File: src/rtl/genius_seq_engine.sv
// Genius/Simon round engine: plays back a growing pattern prefix, checks the player's
// presses against it, enforces an inactivity timeout, keeps score and advances rounds.
module genius_seq_engine #(
  parameter int unsigned NUM_KEYS      = 4,
  parameter int unsigned MAX_ROUNDS    = 16,
  parameter int unsigned TIMEOUT_TICKS = 5,
  parameter int unsigned PTS_W         = 8,
  localparam int unsigned AW = (MAX_ROUNDS > 1) ? $clog2(MAX_ROUNDS) : 1,
  localparam int unsigned RW = $clog2(MAX_ROUNDS + 1)
) (
  input  logic                CLOCK_50,
  input  logic                R,
  input  logic                start,
  input  logic                tick,
  input  logic [NUM_KEYS-1:0] btn,
  output logic [AW-1:0]       seq_addr,
  input  logic [NUM_KEYS-1:0] seq_data,
  output logic [NUM_KEYS-1:0] leds,
  output logic [RW-1:0]       round,
  output logic [PTS_W-1:0]    points,
  output logic                end_FPGA,
  output logic                end_User,
  output logic                match,
  output logic                end_time,
  output logic                win,
  output logic                busy
);

  localparam int unsigned TW = (TIMEOUT_TICKS > 0) ? $clog2(TIMEOUT_TICKS + 1) : 1;

  typedef enum logic [2:0] {
    StIdle,
    StShowOn,
    StShowOff,
    StUser,
    StRoundOk,
    StWin,
    StLose
  } state_e;

  state_e              r_state,    w_state_nxt;
  logic [AW-1:0]       r_idx,      w_idx_nxt;
  logic [RW-1:0]       r_round,    w_round_nxt;
  logic [PTS_W-1:0]    r_points,   w_points_nxt;
  logic [TW-1:0]       r_timer,    w_timer_nxt;
  logic                r_end_fpga, w_end_fpga_nxt;
  logic                r_end_time, w_end_time_nxt;
  logic [NUM_KEYS-1:0] r_btn_prev;

  logic                w_press;
  logic                w_last;
  logic [PTS_W:0]      w_sum;

  // A press is a rising edge from "no key held" to "some key held"; held keys never re-trigger.
  assign w_press = (btn != '0) && (r_btn_prev == '0);
  assign w_last  = (RW'(r_idx) == (r_round - RW'(1)));
  assign w_sum   = {1'b0, r_points} + (PTS_W + 1)'(r_round);

  always_ff @(posedge CLOCK_50) begin
    if (R) begin
      r_state    <= StIdle;
      r_idx      <= '0;
      r_round    <= '0;
      r_points   <= '0;
      r_timer    <= '0;
      r_end_fpga <= 1'b0;
      r_end_time <= 1'b0;
      r_btn_prev <= '0;
    end else begin
      r_state    <= w_state_nxt;
      r_idx      <= w_idx_nxt;
      r_round    <= w_round_nxt;
      r_points   <= w_points_nxt;
      r_timer    <= w_timer_nxt;
      r_end_fpga <= w_end_fpga_nxt;
      r_end_time <= w_end_time_nxt;
      r_btn_prev <= btn;
    end
  end

  always_comb begin
    w_state_nxt    = r_state;
    w_idx_nxt      = r_idx;
    w_round_nxt    = r_round;
    w_points_nxt   = r_points;
    w_timer_nxt    = r_timer;
    w_end_fpga_nxt = 1'b0;
    w_end_time_nxt = r_end_time;

    unique case (r_state)
      StIdle, StWin, StLose: begin
        if (start) begin
          w_state_nxt    = StShowOn;
          w_round_nxt    = RW'(1);
          w_idx_nxt      = '0;
          w_points_nxt   = '0;
          w_timer_nxt    = '0;
          w_end_time_nxt = 1'b0;
        end
      end

      StShowOn: begin
        if (tick) w_state_nxt = StShowOff;
      end

      StShowOff: begin
        if (tick) begin
          if (w_last) begin
            w_state_nxt    = StUser;
            w_idx_nxt      = '0;
            w_timer_nxt    = '0;
            w_end_fpga_nxt = 1'b1;
          end else begin
            w_state_nxt = StShowOn;
            w_idx_nxt   = r_idx + AW'(1);
          end
        end
      end

      StUser: begin
        if (w_press) begin
          if (btn == seq_data) begin
            w_timer_nxt = '0;
            if (w_last) w_state_nxt = StRoundOk;
            else        w_idx_nxt   = r_idx + AW'(1);
          end else begin
            w_state_nxt    = StLose;
            w_end_time_nxt = 1'b0;
          end
        end else if (tick) begin
          if ((r_timer + TW'(1)) == TW'(TIMEOUT_TICKS)) begin
            w_state_nxt    = StLose;
            w_end_time_nxt = 1'b1;
          end else begin
            w_timer_nxt = r_timer + TW'(1);
          end
        end
      end

      StRoundOk: begin
        w_points_nxt = w_sum[PTS_W] ? '1 : w_sum[PTS_W-1:0];
        if (r_round == RW'(MAX_ROUNDS)) begin
          w_state_nxt = StWin;
        end else begin
          w_state_nxt = StShowOn;
          w_round_nxt = r_round + RW'(1);
          w_idx_nxt   = '0;
        end
      end

      default: w_state_nxt = StIdle;
    endcase
  end

  always_comb begin
    leds = '0;
    unique case (r_state)
      StShowOn: leds = seq_data;
      StUser:   leds = btn;
      StWin:    leds = '1;
      default:  leds = '0;
    endcase
  end

  assign seq_addr = r_idx;
  assign round    = r_round;
  assign points   = r_points;
  assign end_FPGA = r_end_fpga;
  assign end_User = (r_state == StRoundOk);
  assign match    = (r_state == StRoundOk);
  assign end_time = r_end_time;
  assign win      = (r_state == StWin);
  assign busy     = (r_state != StIdle) && (r_state != StWin) && (r_state != StLose);

endmodule

File: config.mk
export PLATFORM = sky130hd
export DESIGN_NAME = genius_seq_engine
export DESIGN_NICKNAME = d
export VERILOG_FILES = /design/src/rtl/genius_seq_engine.sv
export SDC_FILE = /design/constraint.sdc
export NUM_CORES = 1
export LEC_CHECK = 0
export BUFFER_PORTS_ARGS = -buffer_cell sky130_fd_sc_hd__buf_4
export CORE_ASPECT_RATIO = 0.7
export CORE_MARGIN = 2
export CORE_UTILIZATION = 47
export CTS_CLUSTER_SIZE = 30
export DETAILED_ROUTE_END_ITERATION = 6
export PLACE_DENSITY = 0.73
export SLEW_MARGIN = 20
export SYNTH_ARGS = -nofsm -noshare
export SYNTH_HDL_FRONTEND = slang
export SYNTH_SLANG_ARGS = --single-unit
File: constraint.sdc
create_clock -name CLOCK_50 -period 4.7 [get_ports CLOCK_50]
set_clock_uncertainty 0.1 [all_clocks]
set_input_delay 0.47 -clock CLOCK_50 [delete_from_list [all_inputs] [get_ports CLOCK_50]]
set_output_delay 0.47 -clock CLOCK_50 [all_outputs]
set_load 0.02 [all_outputs]
==> results.cfg <==
[routing]
wl_um = 4703
drt-pass1-iter-count = 4
drt_iter0_drc = 74
ant_nets = 0
drc_errors = 0
wire_per_inst_um = 14.00
viasPerCell = 5.664
dr_total_vias = 1903

[yosys]
synthArstFlopShare = 0
syn-instance-count = 249
synthMuxAreaShare = 0.02498
synthTopCellsByArea = dfxtp_1 (29%), ha_1 (6.2%), nand2_1 (4.9%)
synth_top_area_cell = dfxtp_1
synth_compound_area_frac = 0.2461
avgSynthCellArea_sq_um = 8.045
yosysSeqAreaShare = 0.2898
synth_edf_count = 0
synth_top_area_frac = 0.2898
synthFlopType = dfxtp_1
synth_seq_cells = 29
syn_nets = 272
yosys.area_share.simple = 0.2430
synth_warnings = 0
synth_area_sq_mm = 0.002003
synth_xor_area_frac = 0.06558
synth_fa_ha_area_frac = 0.07745
netlist-cell-type-count = 58
synth_top_family_by_area = compound AO/OA/AOI/OAI gates

[timing]
drv_slew = 0
fin_crit_sh = 0.5492
setup_violations = 0
tns_ps = 0
rsz0062_at_grt = no
slew_headroom = 0.5759
hold_violations = 0
tightest_slew_ps = 635.3
max_freq_ghz = 0.3874
period_needed_ps = 2581
hold_slack_ps = 328.5

[worst_setup_path]
reg2reg_to = r_state[1]$_SDFFE_PP0P_
cp.arrival_ps = 2710
crit_family = flip-flops
cp-startpoint = r_state[0]$_SDFFE_PP0P_
startpoint_type = flip-flop
path_cells = inv_1 -> mux2i_1 -> a2bb2oi_1 -> a21bo_2 -> or3b_1 -> o21ai_1
crit_required_ps = 4830
cp-end-kind = flip-flop
path_buf_inv = 1
slowest_delay_ps = 690
timing.rr.start = r_state[0]$_SDFFE_PP0P_
timing.reg2reg.setup_slack_ps = 2120
worstSetupPathType = reg2reg
crit_fanout = 17
slowest_stage = dfxtp_1
rr_worst_depth = 6

[die]
dieArea_sq_mm = 0.004809
die_x_um = 82.03
io_pins = 39
coreArea_sq_mm = 0.003994
die_h_um = 58.62
rows = 19
start_util = 0.5016

[clock_network]
cts_setup_buffers = 0
clk_pin_slew_ps = 70
cts-resized-gates = 0
cts_max_level = 2
worstSkewPairLatency_ps = 300
cts_made_buffers = 5
cts_tree = done
cts_sinks = 29
cts.path.max_buffers = 2
ctsHoldBuffers = 0
cts-root-buf = clkbuf_8

[final_layout]
final_util = 0.6093
fin_area_sq_mm = 0.002434
finalNetCount = 306
drive_above_1_share = 0.1972
syn2layout_area_growth_pct = 21.49
diodes = 0

[pwr]
pwr_density_cell_mw_per_mm2 = 326.2
ir_drop_uv = 190.1
p_leak_nw = 1.034
power.total_uw = 793.7

[grt]
antenna_found_initial = 0
grt_max_degree = 23
grt_pass1_vias = 1673
grt_util_all_layers = 0.2172
grt_overflow_total = 0
grt_pass1_wl_um = 7928

[placed_design]
port_buffers = 38
place_area_sq_mm = 0.002300
dp_hpwl_um = 3492
gp_congestion = 0.8426

[run_status]
status = finished, final reports clean

[worst_hold_path]
min_path_type = in2reg
min-delay-start = btn[1]
holdPathEnd = r_btn_prev[1]$_SDFF_PP0_
worstHoldPathCells = 2

[job]
cap_viol_max_count = 0
==> cells by family (layout without fill, tap and decap cells) <==
family,Yosys count,in the layout
DFF,29,29
AOI/OAI and AO/OA,75,75
buffers and inverters,25,60
xor gates and xnor gates,15,15
adders and majority gates,12,12
and+or+nand+nor,88,88
muxes,5,5
==> flip-flops by register name, summed over array words and instances, names as in the netlist <==
name and flops:
points 8, round 5, r_btn_prev 4, seq_addr 4
r_state 3, r_timer 3, end_FPGA 1, end_time 1
==> final cells by class <==
type                       instances  area (sq um)
fill                             376          1560
inverter                          14         52.55
sequential                        29         580.6
tap                               52         65.06
timing repair buffer              38         285.3
multi-input combinational        195          1316
clock inverter                     3         65.06
clock buffer                       5         68.82
==> where the power goes <==
| part | leakage [nW] | internal (mW) | switching [mW] | total, mW |
|---|---|---|---|---|
| Combinational | 0.730 | 0.0850 | 0.111 | 0.196 |
| Clock | 0.0681 | 0.211 | 0.107 | 0.318 |
| Sequential | 0.236 | 0.256 | 0.0242 | 0.280 |
==> cells in the mapped netlist, drive strengths merged (4+ instances only) <==
master / n
dfxtp: 29
nand2: 26
a21oi: 19
o21ai: 19
inv: 14
nor2: 12
xnor2: 11
ha: 10
nand3: 8
nor2b: 8
buf: 6
nor3: 6
a21o: 5
clkbuf: 5
mux2i: 5
nand2b: 5
o21a: 5
or3: 5
a211oi: 4
xor2: 4
==> metrics by stage <==
stage | setup slack, ps | std cells
after floorplan | 2345 | 249
after global placement | 2289 | 328
after detailed placement | 2197 | 328
after CTS | 2177 | 336
after global routing | 1968 | 336
final | 2119 | 336
==> worst reg2reg max path, stage by stage, from the launching register on <==
cell and delay (ps):
dfxtp_1 690, inv_1 370, mux2i_1 330, a2bb2oi_1 300, a21bo_2 290, or3b_1 350
o21ai_1 70
==> placed cells by master (no fill, tap or decap), drive strengths merged, types with 2 or more instances in the layout <==
master   n
xor2     4
dfxtp   29
a21oi   19
a311oi   2
nand2b   5
nand3b   3
mux2i    5
nor2b    8
buf     38
ha      10
o21a     5
o21ai   19
nand3    8
or3      5
nor3b    3
inv     14
o211ai   2
and2     3
xnor2   11
nor3     6
nor4     3
o21bai   3
clkbuf   5
a221oi   2
a211oi   4
a21o     5
a31oi    2
bufinv   2
nor2    12
nand2   26
==> layer usage <==
layer  part of all wire  vias up  wire length, um  global-route usage
met4              0.016        0               74             0.09048
met3              0.086        8              406             0.06442
li1                   -      965                -                   -
met5                  0        -                0                   0
met2               0.39       62             1851              0.2834
met1               0.50      868             2370              0.3270
==> worst max-delay path by stage <==
stage	to	slack, ps	depth (start not counted)
4_1_cts	r_state[1]$_SDFFE_PP0P_	2180	6
2_1_floorplan	r_state[1]$_SDFFE_PP0P_	2340	8
3_5_place_dp	r_timer[1]$_SDFFE_PP0P_	2200	8
3_3_place_gp	r_timer[1]$_SDFFE_PP0P_	2290	8
5_1_grt	r_timer[1]$_SDFFE_PP0P_	1970	8
6_report	r_state[1]$_SDFFE_PP0P_	2120	6
(Power assumes the default switching activity.)
